**src/rtl/data_mem_arb_pkg.sv**
```systemverilog
// Shared types and constants for the two-port data memory arbiter.
package data_mem_arb_pkg;

  typedef enum logic [1:0] {
    IDLE   = 2'd0,
    ACCESS = 2'd1,
    RESP   = 2'd2
  } state_e;

  localparam logic        PORT_CORE  = 1'b0;
  localparam logic        PORT_DBG   = 1'b1;
  localparam int unsigned WORD_BYTES = 8;

endpackage

```
**src/rtl/data_mem_arb_pick.sv**
```systemverilog
// Combinational winner select between the core and debug ports.
// DATA_MEM_ARB_FIXED_PRIO_EN selects fixed priority (port 0 always wins a tie).
module data_mem_arb_pick
  import data_mem_arb_pkg::*;
(
  input  logic req0_i,
  input  logic req1_i,
  input  logic last_i,
  output logic vld_o,
  output logic port_o
);

  assign vld_o = req0_i | req1_i;

`ifdef DATA_MEM_ARB_FIXED_PRIO_EN
  logic unused_last;
  assign unused_last = last_i;

  always_comb begin
    port_o = req0_i ? PORT_CORE : PORT_DBG;
  end
`else
  // On a tie the port that was not granted last goes next.
  always_comb begin
    port_o = PORT_CORE;
    if (req0_i && req1_i) begin
      port_o = (last_i == PORT_CORE) ? PORT_DBG : PORT_CORE;
    end else if (req1_i) begin
      port_o = PORT_DBG;
    end
  end
`endif

endmodule

```
**src/rtl/data_mem_arbiter.sv**
```systemverilog
// Two-port arbiter and access sequencer in front of the single-port 64-bit
// data memory. Build option: DATA_MEM_ARB_FIXED_PRIO_EN (see data_mem_arb_pick).
module data_mem_arbiter
  import data_mem_arb_pkg::*;
#(
  parameter int unsigned MEM_WORDS = 1024
) (
  input  logic        clk,
  input  logic        rst_n,
  input  logic        req0,
  input  logic        req1,
  input  logic        we0,
  input  logic        we1,
  input  logic [63:0] addr0,
  input  logic [63:0] addr1,
  input  logic [63:0] wdata0,
  input  logic [63:0] wdata1,
  output logic        ack0,
  output logic        ack1,
  output logic        err0,
  output logic        err1,
  output logic [63:0] rdata,
  output logic        mem_read,
  output logic        mem_write,
  output logic [63:0] mem_address,
  output logic [63:0] mem_write_data,
  input  logic [63:0] mem_read_data
);

  localparam logic [63:0] MEM_BYTES = 64'(MEM_WORDS) * 64'(WORD_BYTES);

  state_e      state_q;
  logic        last_q;
  logic        port_q;
  logic        bad_q;
  logic        ack0_q, ack1_q;
  logic        err0_q, err1_q;
  logic [63:0] rdata_q;
  logic        mem_read_q, mem_write_q;
  logic [63:0] mem_address_q, mem_wdata_q;

  logic        grant_vld;
  logic        port_d;
  logic        we_d;
  logic        bad_d;
  logic [63:0] addr_d;
  logic [63:0] wdata_d;

  data_mem_arb_pick u_pick (
    .req0_i (req0),
    .req1_i (req1),
    .last_i (last_q),
    .vld_o  (grant_vld),
    .port_o (port_d)
  );

  always_comb begin
    we_d    = (port_d == PORT_DBG) ? we1    : we0;
    addr_d  = (port_d == PORT_DBG) ? addr1  : addr0;
    wdata_d = (port_d == PORT_DBG) ? wdata1 : wdata0;
    bad_d   = (addr_d[2:0] != 3'd0) || (addr_d >= MEM_BYTES);
  end

  // Strobes are registered on entry to ACCESS and cleared on exit, so they
  // are high for exactly the ACCESS cycle and drop at once on reset.
  always_ff @(posedge clk or negedge rst_n) begin
    if (!rst_n) begin
      state_q       <= IDLE;
      last_q        <= PORT_DBG;
      port_q        <= PORT_CORE;
      bad_q         <= 1'b0;
      ack0_q        <= 1'b0;
      ack1_q        <= 1'b0;
      err0_q        <= 1'b0;
      err1_q        <= 1'b0;
      rdata_q       <= '0;
      mem_read_q    <= 1'b0;
      mem_write_q   <= 1'b0;
      mem_address_q <= '0;
      mem_wdata_q   <= '0;
    end else begin
      case (state_q)
        IDLE: begin
          if (grant_vld) begin
            port_q        <= port_d;
            bad_q         <= bad_d;
            mem_address_q <= addr_d;
            mem_wdata_q   <= (we_d && !bad_d) ? wdata_d : '0;
            mem_read_q    <= !bad_d && !we_d;
            mem_write_q   <= !bad_d && we_d;
            state_q       <= ACCESS;
          end
        end
        ACCESS: begin
          mem_read_q    <= 1'b0;
          mem_write_q   <= 1'b0;
          mem_address_q <= '0;
          mem_wdata_q   <= '0;
          rdata_q       <= mem_read_q ? mem_read_data : '0;
          ack0_q        <= (port_q == PORT_CORE);
          ack1_q        <= (port_q == PORT_DBG);
          err0_q        <= (port_q == PORT_CORE) && bad_q;
          err1_q        <= (port_q == PORT_DBG) && bad_q;
          state_q       <= RESP;
        end
        RESP: begin
          ack0_q  <= 1'b0;
          ack1_q  <= 1'b0;
          err0_q  <= 1'b0;
          err1_q  <= 1'b0;
          rdata_q <= '0;
          last_q  <= port_q;
          state_q <= IDLE;
        end
        default: state_q <= IDLE;
      endcase
    end
  end

  assign ack0           = ack0_q;
  assign ack1           = ack1_q;
  assign err0           = err0_q;
  assign err1           = err1_q;
  assign rdata          = rdata_q;
  assign mem_read       = mem_read_q;
  assign mem_write      = mem_write_q;
  assign mem_address    = mem_address_q;
  assign mem_write_data = mem_wdata_q;

endmodule

```
**config.mk**
```make
export PLATFORM = sky130hd
export DESIGN_NAME = data_mem_arbiter
export DESIGN_NICKNAME = d
export VERILOG_FILES = /design/src/rtl/data_mem_arb_pkg.sv /design/src/rtl/data_mem_arb_pick.sv /design/src/rtl/data_mem_arbiter.sv
export SDC_FILE = /design/constraint.sdc
export NUM_CORES = 1
export LEC_CHECK = 0
export CAP_MARGIN = 30
export CORE_AREA = 3 3 202 204
export CTS_BUF_LIST = sky130_fd_sc_hd__clkbuf_4 sky130_fd_sc_hd__clkbuf_8 sky130_fd_sc_hd__clkbuf_16
export DETAILED_ROUTE_END_ITERATION = 10
export DIE_AREA = 0 0 205 207
export PLACE_DENSITY = 0.53
export SLEW_MARGIN = 10
export SYNTH_ARGS = -nofsm -noshare
export SYNTH_HDL_FRONTEND = slang
export SYNTH_SLANG_ARGS = --single-unit
```
**constraint.sdc**
```tcl
create_clock -name clk -period 3 [get_ports clk]
set_input_delay 0.6 -clock clk [delete_from_list [all_inputs] [get_ports clk]]
set_output_delay 0.6 -clock clk [all_outputs]
set_load 0.02 [all_outputs]
```
# ---- After elaboration in Yosys (flattened, before gate mapping)
# Cells that the tools add are included.
dict set report classes {
  addsub 0
  mul 0
  div_mod_pow 0
  n_lt_le_gt_ge 1
  n_eq_ne 3
  shift 0
  mux 23
  n_bitwise 2
  n_reduce_logical 14
}
# cell count
set op_table {}
lappend op_table {{64-bit 2-to-1 mux} 6}
lappend op_table {{64-bit case mux with 2 select lines} 3}
lappend op_table {{64-bit by 14-bit greater-or-equal comparator with 1-bit output, second input constant} 1}
lappend op_table {{1-bit case mux with 2 select lines} 6}
lappend op_table {{1-bit 2-to-1 mux} 6}
lappend op_table {{1-bit logical AND} 5}
lappend op_table {{2-bit case mux with 2 select lines} 1}
lappend op_table {{2-bit AND reduction} 2}
lappend op_table {{2-bit nonzero test} 2}
lappend op_table {{3-bit nonzero test} 1}
lappend op_table {{2-bit by 1-bit equality test with 1-bit output, second input constant} 1}
lappend op_table {{2-bit equality test, second input constant} 1}
lappend op_table {{1-bit logical NOT} 2}
lappend op_table {{2-bit logical NOT} 1}
lappend op_table {{2-bit 2-to-1 mux} 1}
lappend op_table {{2-bit != test, second input constant} 1}
lappend op_table {{1-bit logical OR} 1}
lappend op_table {{1-bit NOT} 1}
lappend op_table {{1-bit OR} 1}
dict set report totals {
  register_bits 203
  latchBits 0
  mem_bits_rw 0
  rom_bits 0
  in_bits 326
  wordCells 56
  n_memories 0
}

# ---- Depth between registers and ports, before layout
# Gate-level depths: netlist (run 1).
dict set report depth {
  ltp_word 10
  depth_mapped 8
  mapped_depth_nobuf 6
}

# ---- Hierarchy
# A second synthesis (run 1) with hierarchy kept.
dict set report unflattened {
  hier_cells 917
  hier_area_um2 9313.9
}
# module instances cells_per_inst area_per_inst_um2
set by_module_without_submodules {}
lappend by_module_without_submodules {data_mem_arbiter 1 915 9300.2}
lappend by_module_without_submodules {data_mem_arb_pick 1 2 13.8}

# ---- Worst setup path after synthesis (run 1)
# OpenSTA, ideal clock, no wires.
dict set report synth_path {
  path_type {in2reg}
  startpoint {input addr0[19]}
  endpoint {register mem_wdata_q[26], in the netlist mem_write_data[26]}
  setup_ns 0.104
  t_arrival_ns 1.798
  required_time_ns 2.896
  slack_ns 1.098
  path_stages 7
  path_buffers 2
  cell_sequence {nor4_1 -> nand4_1 -> nor3_2 -> a21oi_2 -> buf_6 -> buf_6 -> o41ai_2}
}
dict set report synth_via {
  elab_chain_len 8
}
# item line_no
set synth_lines {}
lappend synth_lines {{start: declaration} data_mem_arbiter.sv:14} ;# input logic [63:0] addr0,
lappend synth_lines {{64-bit 2-to-1 mux} data_mem_arbiter.sv:59} ;# addr_d = (port_d == PORT_DBG) ? addr1 : addr0;
lappend synth_lines {{64-bit by 14-bit greater-or-equal comparator with 1-bit output} data_mem_arbiter.sv:61} ;# bad_d = (addr_d[2:0] != 3'd0) || (addr_d >= MEM_BYTES);
lappend synth_lines {{1-bit logical OR} data_mem_arbiter.sv:61}
lappend synth_lines {{1-bit logical NOT} data_mem_arbiter.sv:88} ;# mem_wdata_q <= (we_d && !bad_d) ? wdata_d : '0;
lappend synth_lines {{1-bit logical AND} data_mem_arbiter.sv:88}
lappend synth_lines {{64-bit 2-to-1 mux} data_mem_arbiter.sv:88}
lappend synth_lines {{64-bit 2-to-1 mux} data_mem_arbiter.sv:84} ;# if (grant_vld) begin
lappend synth_lines {{64-bit case mux with 2 select lines} data_mem_arbiter.sv:82} ;# case (state_q)
lappend synth_lines {{end signal: assignment} data_mem_arbiter.sv:88}
lappend synth_lines {{end: declaration} data_mem_arbiter.sv:40} ;# logic [63:0] mem_address_q, mem_wdata_q;
# Every way passes these cells. The select of a mux whose other input is x is not followed.
# A chain may end at the register's enable or synchronous reset.

# ---- Worst setup path after layout (run 1)
dict set report layout_path {
  startpoint {input addr0[19]}
  endpoint {register mem_wdata_q[58], in the netlist mem_write_data[58]}
}
# The elaborated chain is that of the path after synthesis.

==> flow_summary.ini, run 1 <==
[cells_and_area]
layout.nets = 1764
fillCellCount = 3904
drive_gt1_share_pct = 9.43
synthToLayoutAreaGrowth_pct = 69.3
utilization_pct = 42.1

[clocking]
cts_setup_buffers = 0
cts.clk_slew.worst_paths_ns = 0.06
cts-root-buf = clkbuf_16
cts_tree = done
cts-htree-levels = 1
cts.path.max_buffers = 3
cts_sinks = 203
clk_latency_ns = 0.52
cts_resized = 0
cts-hold-fix-buffers = 0
numCtsBuffers = 24

[logic_synthesis]
ys_types = 34
ys_warn_count = 0
synth.area.top_cells = dfrtp_1, mux2i_1, o41ai_2
syn_nets = 1259
netlist_area_um2 = 9810
synth_top_area_cell = dfrtp_1
syn_inst = 930
synth-seq-cells = 203
syn_area_per_cell_um2 = 10.6
seq_area_frac_synth_pct = 51.8
yosys.area.top_type_share_pct = 51.5

[route]
antenna_left = 0
via_per_inst = 4.44
drcViolationCount = 0
drt_wl_total_um = 38200
wl_per_cell_um = 19.3
vias = 8788
drt_pass1_iterations = 4
drtIter0Drc = 374

[critical_path]
r2r_end = mem_write_data[2]
start_kind = input pin
reg2reg_slack_ns = 0.79
rr_startpoint = state_q[0]
worst-path-buf-inv = 2
cp-end-kind = flip-flop
crit_slowest_cell = clkdlybuf4s50_1
critPathTopFamily = simple AND/OR/NAND/NOR gates
critical_path_arrival_ns = 2.86
max_stage_delay_ns = 0.47
r2r_cells = 7
required_ns = 3.40
cp_max_fo = 24
path_cells = clkdlybuf4s50_1 > nor4_1 > nand4_1 > nor3_2 > a21oi_4 > buf_12 > o41ai_1
critical_path_class = in2reg

[floorplanning]
coreArea_um2 = 39500
dieArea_um2 = 42400
ios = 524
die_h_um = 207
initial_utilization_pct = 24.9
row_count = 73
dieWidth_um = 205

[grt]
grt_overflow = 0
antenna_found_initial = 3
grt_start_max_net_pins = 72
grt_pass1_vias = 9060
grt_usage_pct = 17.0
grt_pass1_wl_um = 56600

[place]
place_congestion = 0.946
hpwl_um = 28900
portBuffers = 523

[pwr]
cellLeakagePower_uw = 0.00692
cellPowerDensity_nw_per_um2 = 623
p_sw_uw = 3640
power_frac_clock_pct = 31.2
seqPwrFrac_pct = 31.8
ir_drop_mv = 0.441
p_sw_share_pct = 35.1
power.internal_uw = 6720
comb_power_share_pct = 37.0

[sta]
holdWs_ns = 0.0923
fin_crit_sh_pct = 81.8
min_period_ns = 2.45
setup_violations = 0
slew_headroom_pct = 48.8
tightest_slew_ns = 0.766
max_freq_mhz = 407
tns_ns = 0
fin_worst_skew_ns = 0.00872
hold_viol_final = 0
final_max_slew_viol_count = 0
rsz0062_at_grt = no

[status]
status = complete, no violations

[job]
max-cap-violations = 0

[worst_hold_path]
hp-class = in2async
-- registers in the layout (all words and copies together), names as in the netlist --
register and count:
mem_address 64, mem_write_data 64, rdata 64, state_q 2, ack0 1, ack1 1
bad_q 1, err0 1, err1 1, last_q 1, mem_read 1, mem_write 1
port_q 1
-- worst max path at each step --
stage	from	to	slack, ns	depth (start not counted)
6_report	addr0[19]	mem_write_data[58]	0.55	7
3_3_place_gp	addr0[61]	mem_write_data[1]	0.06	7
4_1_cts	addr0[19]	mem_write_data[63]	0.62	7
2_1_floorplan	addr0[19]	mem_write_data[26]	1.10	7
5_1_grt	addr1[61]	mem_write_data[3]	0.42	7
3_5_place_dp	addr0[19]	mem_write_data[62]	0.04	7
-- cell usage after synthesis, drive strengths merged --
library cell  instances
dfrtp               202
a22o                  1
nand2b                2
mux2i               128
o21ai               134
nand4b                1
and3b                 1
nor3                  2
mux2                  3
ha                    3
a21oi                 1
buf                  43
inv                  69
nor2                  7
nand4                 6
nand3b                1
dfstp                 1
nand2               198
o31a                  1
o41ai                65
nand3                 2
clkbuf               29
o31ai                 1
a21boi                2
nor4                 26
or2                   1
-- metrics by stage --
step	power, uW	cell area [um2]	worst slack [ns]	std cells
after detailed placement	7260	15700	0.0399	1934
final	10400	16600	0.545	1979
after floorplan	5310	9810	1.10	930
after global routing	10900	16600	0.420	1979
after CTS	10600	16600	0.618	1978
after global placement	7240	15700	0.0601	1934
-- worst reg2reg max path, cell delays in order, from the launching register on --
cell and delay [ns]:
dfrtp_1 0.38, inv_1 0.10, ha_2 0.26, o21ai_1 0.15
or2_2 0.35, nand2b_4 0.27, buf_12 0.24, o41ai_1 0.35
-- layout make-up --
| cell class | instances | area, um2 | area share, % |
|---|---|---|---|
| Antenna cell | 1 | 2.50 | 0.0151 |
| Clock buffer | 30 | 682 | 4.10 |
| Clock inverter | 14 | 201 | 1.21 |
| Inverter | 69 | 259 | 1.56 |
| Multi-Input combinational cell | 586 | 4120 | 24.8 |
| Sequential cell | 203 | 5080 | 30.6 |
| Tap cell | 525 | 657 | 3.95 |
| Timing Repair Buffer | 551 | 5610 | 33.8 |
-- per-layer routing --
metal	GRT usage (%)	up-vias	part of all wire (%)
li1	-	4257	-
met1	21.5	4137	41
met2	29.3	330	49
met3	3.94	60	7.3
met4	4.50	4	2.7
met5	0	-	0.076
-- power by group through the flow --
stage / Clock, uW / Combinational [uW] / Sequential, uW
after floorplan: 0 / 1600 / 3710
after global placement: 0 / 3920 / 3330
after detailed placement: 0 / 3910 / 3340
after CTS: 3350 / 3930 / 3300
after global routing: 3450 / 4140 / 3330
final: 3230 / 3830 / 3290
-- cells by family after synthesis --
kind of cell             count (synthesis)  synth area share (%)
buffers and inverters                  141                  6.76
AND/OR/NAND/NOR                        247                  10.6
AO/OA/AOI/OAI                          205                  17.1
adder cells (fa/ha/maj)                  3                 0.382
flip-flops                             203                  51.8
multiplexers                           131                  13.4
-- layout by cell type, fill, tap and decap left out, types with 4 or more instances in the layout --
| master | netlist | layout |
|---|---|---|
| bufinv_16 | 0 | 5 |
| nor2_1 | 7 | 6 |
| o21ai_1 | 66 | 65 |
| nor4_1 | 26 | 26 |
| inv_1 | 69 | 69 |
| clkbuf_16 | 0 | 25 |
| nand2_1 | 198 | 198 |
| buf_12 | 0 | 13 |
| dfrtp_1 | 202 | 202 |
| o41ai_1 | 13 | 13 |
| clkinv_2 | 0 | 7 |
| nand4_1 | 6 | 6 |
| buf_4 | 3 | 15 |
| o21ai_0 | 68 | 68 |
| mux2i_1 | 128 | 128 |
| o41ai_2 | 52 | 52 |
| clkbuf_8 | 0 | 4 |
| clkdlybuf4s50_1 | 0 | 522 |
(Power assumes the default switching activity.)
==> run 2, diff against run 1 <==
--- a/config.mk
+++ b/config.mk
@@ -6,10 +6,10 @@
 export NUM_CORES = 1
 export LEC_CHECK = 0
 export CAP_MARGIN = 30
-export CORE_AREA = 3 3 202 204
+export CORE_AREA = 3 3 203 205
 export CTS_BUF_LIST = sky130_fd_sc_hd__clkbuf_4 sky130_fd_sc_hd__clkbuf_8 sky130_fd_sc_hd__clkbuf_16
 export DETAILED_ROUTE_END_ITERATION = 10
-export DIE_AREA = 0 0 205 207
+export DIE_AREA = 0 0 206 208
 export PLACE_DENSITY = 0.53
 export SLEW_MARGIN = 10
 export SYNTH_ARGS = -nofsm -noshare
==> constraint.sdc (replaced) <==
create_clock -name clk -period 2.55 [get_ports clk]
set_input_delay 0.51 -clock clk [delete_from_list [all_inputs] [get_ports clk]]
set_output_delay 0.51 -clock clk [all_outputs]
set_load 0.02 [all_outputs]
==> flow_summary.ini, run 2 (same netlist as run 1, synthesis figures left out) <==
[status]
status = complete, no violations

[route]
drtIter0Drc = 415
vias = 8935
drt_wl_total_um = 38800
antenna_left = 0
wl_per_cell_um = 19.3
drt_pass1_iterations = 4
drcViolationCount = 0
via_per_inst = 4.45

[sta]
holdWs_ns = 0.472
final_max_slew_viol_count = 0
setup_violations = 0
slew_headroom_pct = 56.6
min_period_ns = 2.25
fin_crit_sh_pct = 88.3
fin_worst_skew_ns = 0.0164
hold_viol_final = 0
rsz0062_at_grt = no
tns_ns = 0
tightest_slew_ns = 0.650
max_freq_mhz = 444

[clocking]
cts_setup_buffers = 0
cts.clk_slew.worst_paths_ns = 0.06
cts_sinks = 203
cts-htree-levels = 1
cts-root-buf = clkbuf_16
numCtsBuffers = 24
cts.path.max_buffers = 3
cts_tree = done
clk_latency_ns = 0.52

[grt]
grt_overflow = 0
grt_usage_pct = 17.2
grt_pass1_wl_um = 57700
antenna_found_initial = 0
grt_pass1_vias = 9463
grt_start_max_net_pins = 72

[job]
max-cap-violations = 0

[critical_path]
critical_path_arrival_ns = 2.64
cp-end-kind = flip-flop
start_kind = input pin
cp_max_fo = 25
required_ns = 2.94
critical_path_class = in2reg

[cells_and_area]
layout_commonest_cell = clkdlybuf4s50_1
layout.nets = 1794
final_cells = 2008
layout_common_cells = clkdlybuf4s50_1, dfrtp_1, nand2_1
final_cell_area_um2 = 16800
fillCellCount = 3875
insertedDiodeCount = 0
drive_gt1_share_pct = 11.2
synthToLayoutAreaGrowth_pct = 71.0

[place]
portBuffers = 523
placement.cell_area_um2 = 16000
hpwl_um = 29800
placedCellCount = 1963
place_congestion = 0.894

[floorplanning]
initial_utilization_pct = 24.8
dieWidth_um = 206
coreArea_um2 = 39600
die_h_um = 208
ios = 524
row_count = 73
dieArea_um2 = 42800

[pwr]
cellLeakagePower_uw = 0.00704
fin_total_pwr_uw = 12000
cellPowerDensity_nw_per_um2 = 715
ir_drop_mv = 0.588

[worst_hold_path]
hp-class = reg2reg
## run 2: cell count changes in the layout (fill, tap and decap cells not counted), sizes merged
cell / previous run / this run
bufinv: 5 / 2
clkbuf: 31 / 34
buf: 28 / 57
diode: 1 / 0
clkinvlp: 1 / 0
dlygate4sd3: 0 / 1
clkinv: 8 / 9
## run 2: cell type report
class,instances,area (um2),area share [%]
clock inverters,11,109,0.649
inverters,69,259,1.54
repair buffers,581,5850,34.9
flip-flops and latches,203,5080,30.3
multi-input cells,586,4120,24.5
well taps,525,657,3.91
clock buffers,33,704,4.20
## run 2: timing repair
action	4_1_cts	5_1_grt
endpoints found under the hold margin	2	0
hold buffers	1	0
gates resized for setup	0	0
## run 2: report_power, final
part	internal [uW]	switching, uW
clock	2130	1380
combinational	1900	2690
sequential	3650	234
## run 2: final timing paths
kind,slack (ns),startpoint,to,cells after the start
worst max-delay path,0.30,addr1[61],mem_write_data[2],7
worst min-delay path,0.47,mem_write_data[51],mem_write_data[51],2
worst max register to register,0.43,state_q[1],mem_write_data[2],7
worst min register to register,0.47,mem_write_data[51],mem_write_data[51],2
max in group asynchronous,1.27,rst_n,mem_write_data[25],3
min in group asynchronous,0.56,rst_n,mem_address[53],2
## run 2: per-stage QoR
stage | utilization [%] | setup slack (ns)
floorplan | - | 0.726
CTS | 42.3 | 0.314
detailed placement | 40.3 | -0.219
finish | 42.3 | 0.297
global route | 42.3 | 0.165
global placement | 40.3 | -0.179
## run 2: routing by layer
metal	track usage [%]	vias up	share of wire, %
met5	0	-	0
met4	4.75	0	2.7
met3	4.08	56	7.7
met2	30.4	328	50
met1	20.9	4236	39
li1	-	4315	-
## run 2: critical path, cell delays in order
cell	delay, ns
clkdlybuf4s50_1	0.42
nor4_1	0.42
nand4_1	0.25
nor2_1	0.26
a21oi_4	0.17
buf_12	0.22
o41ai_1	0.37
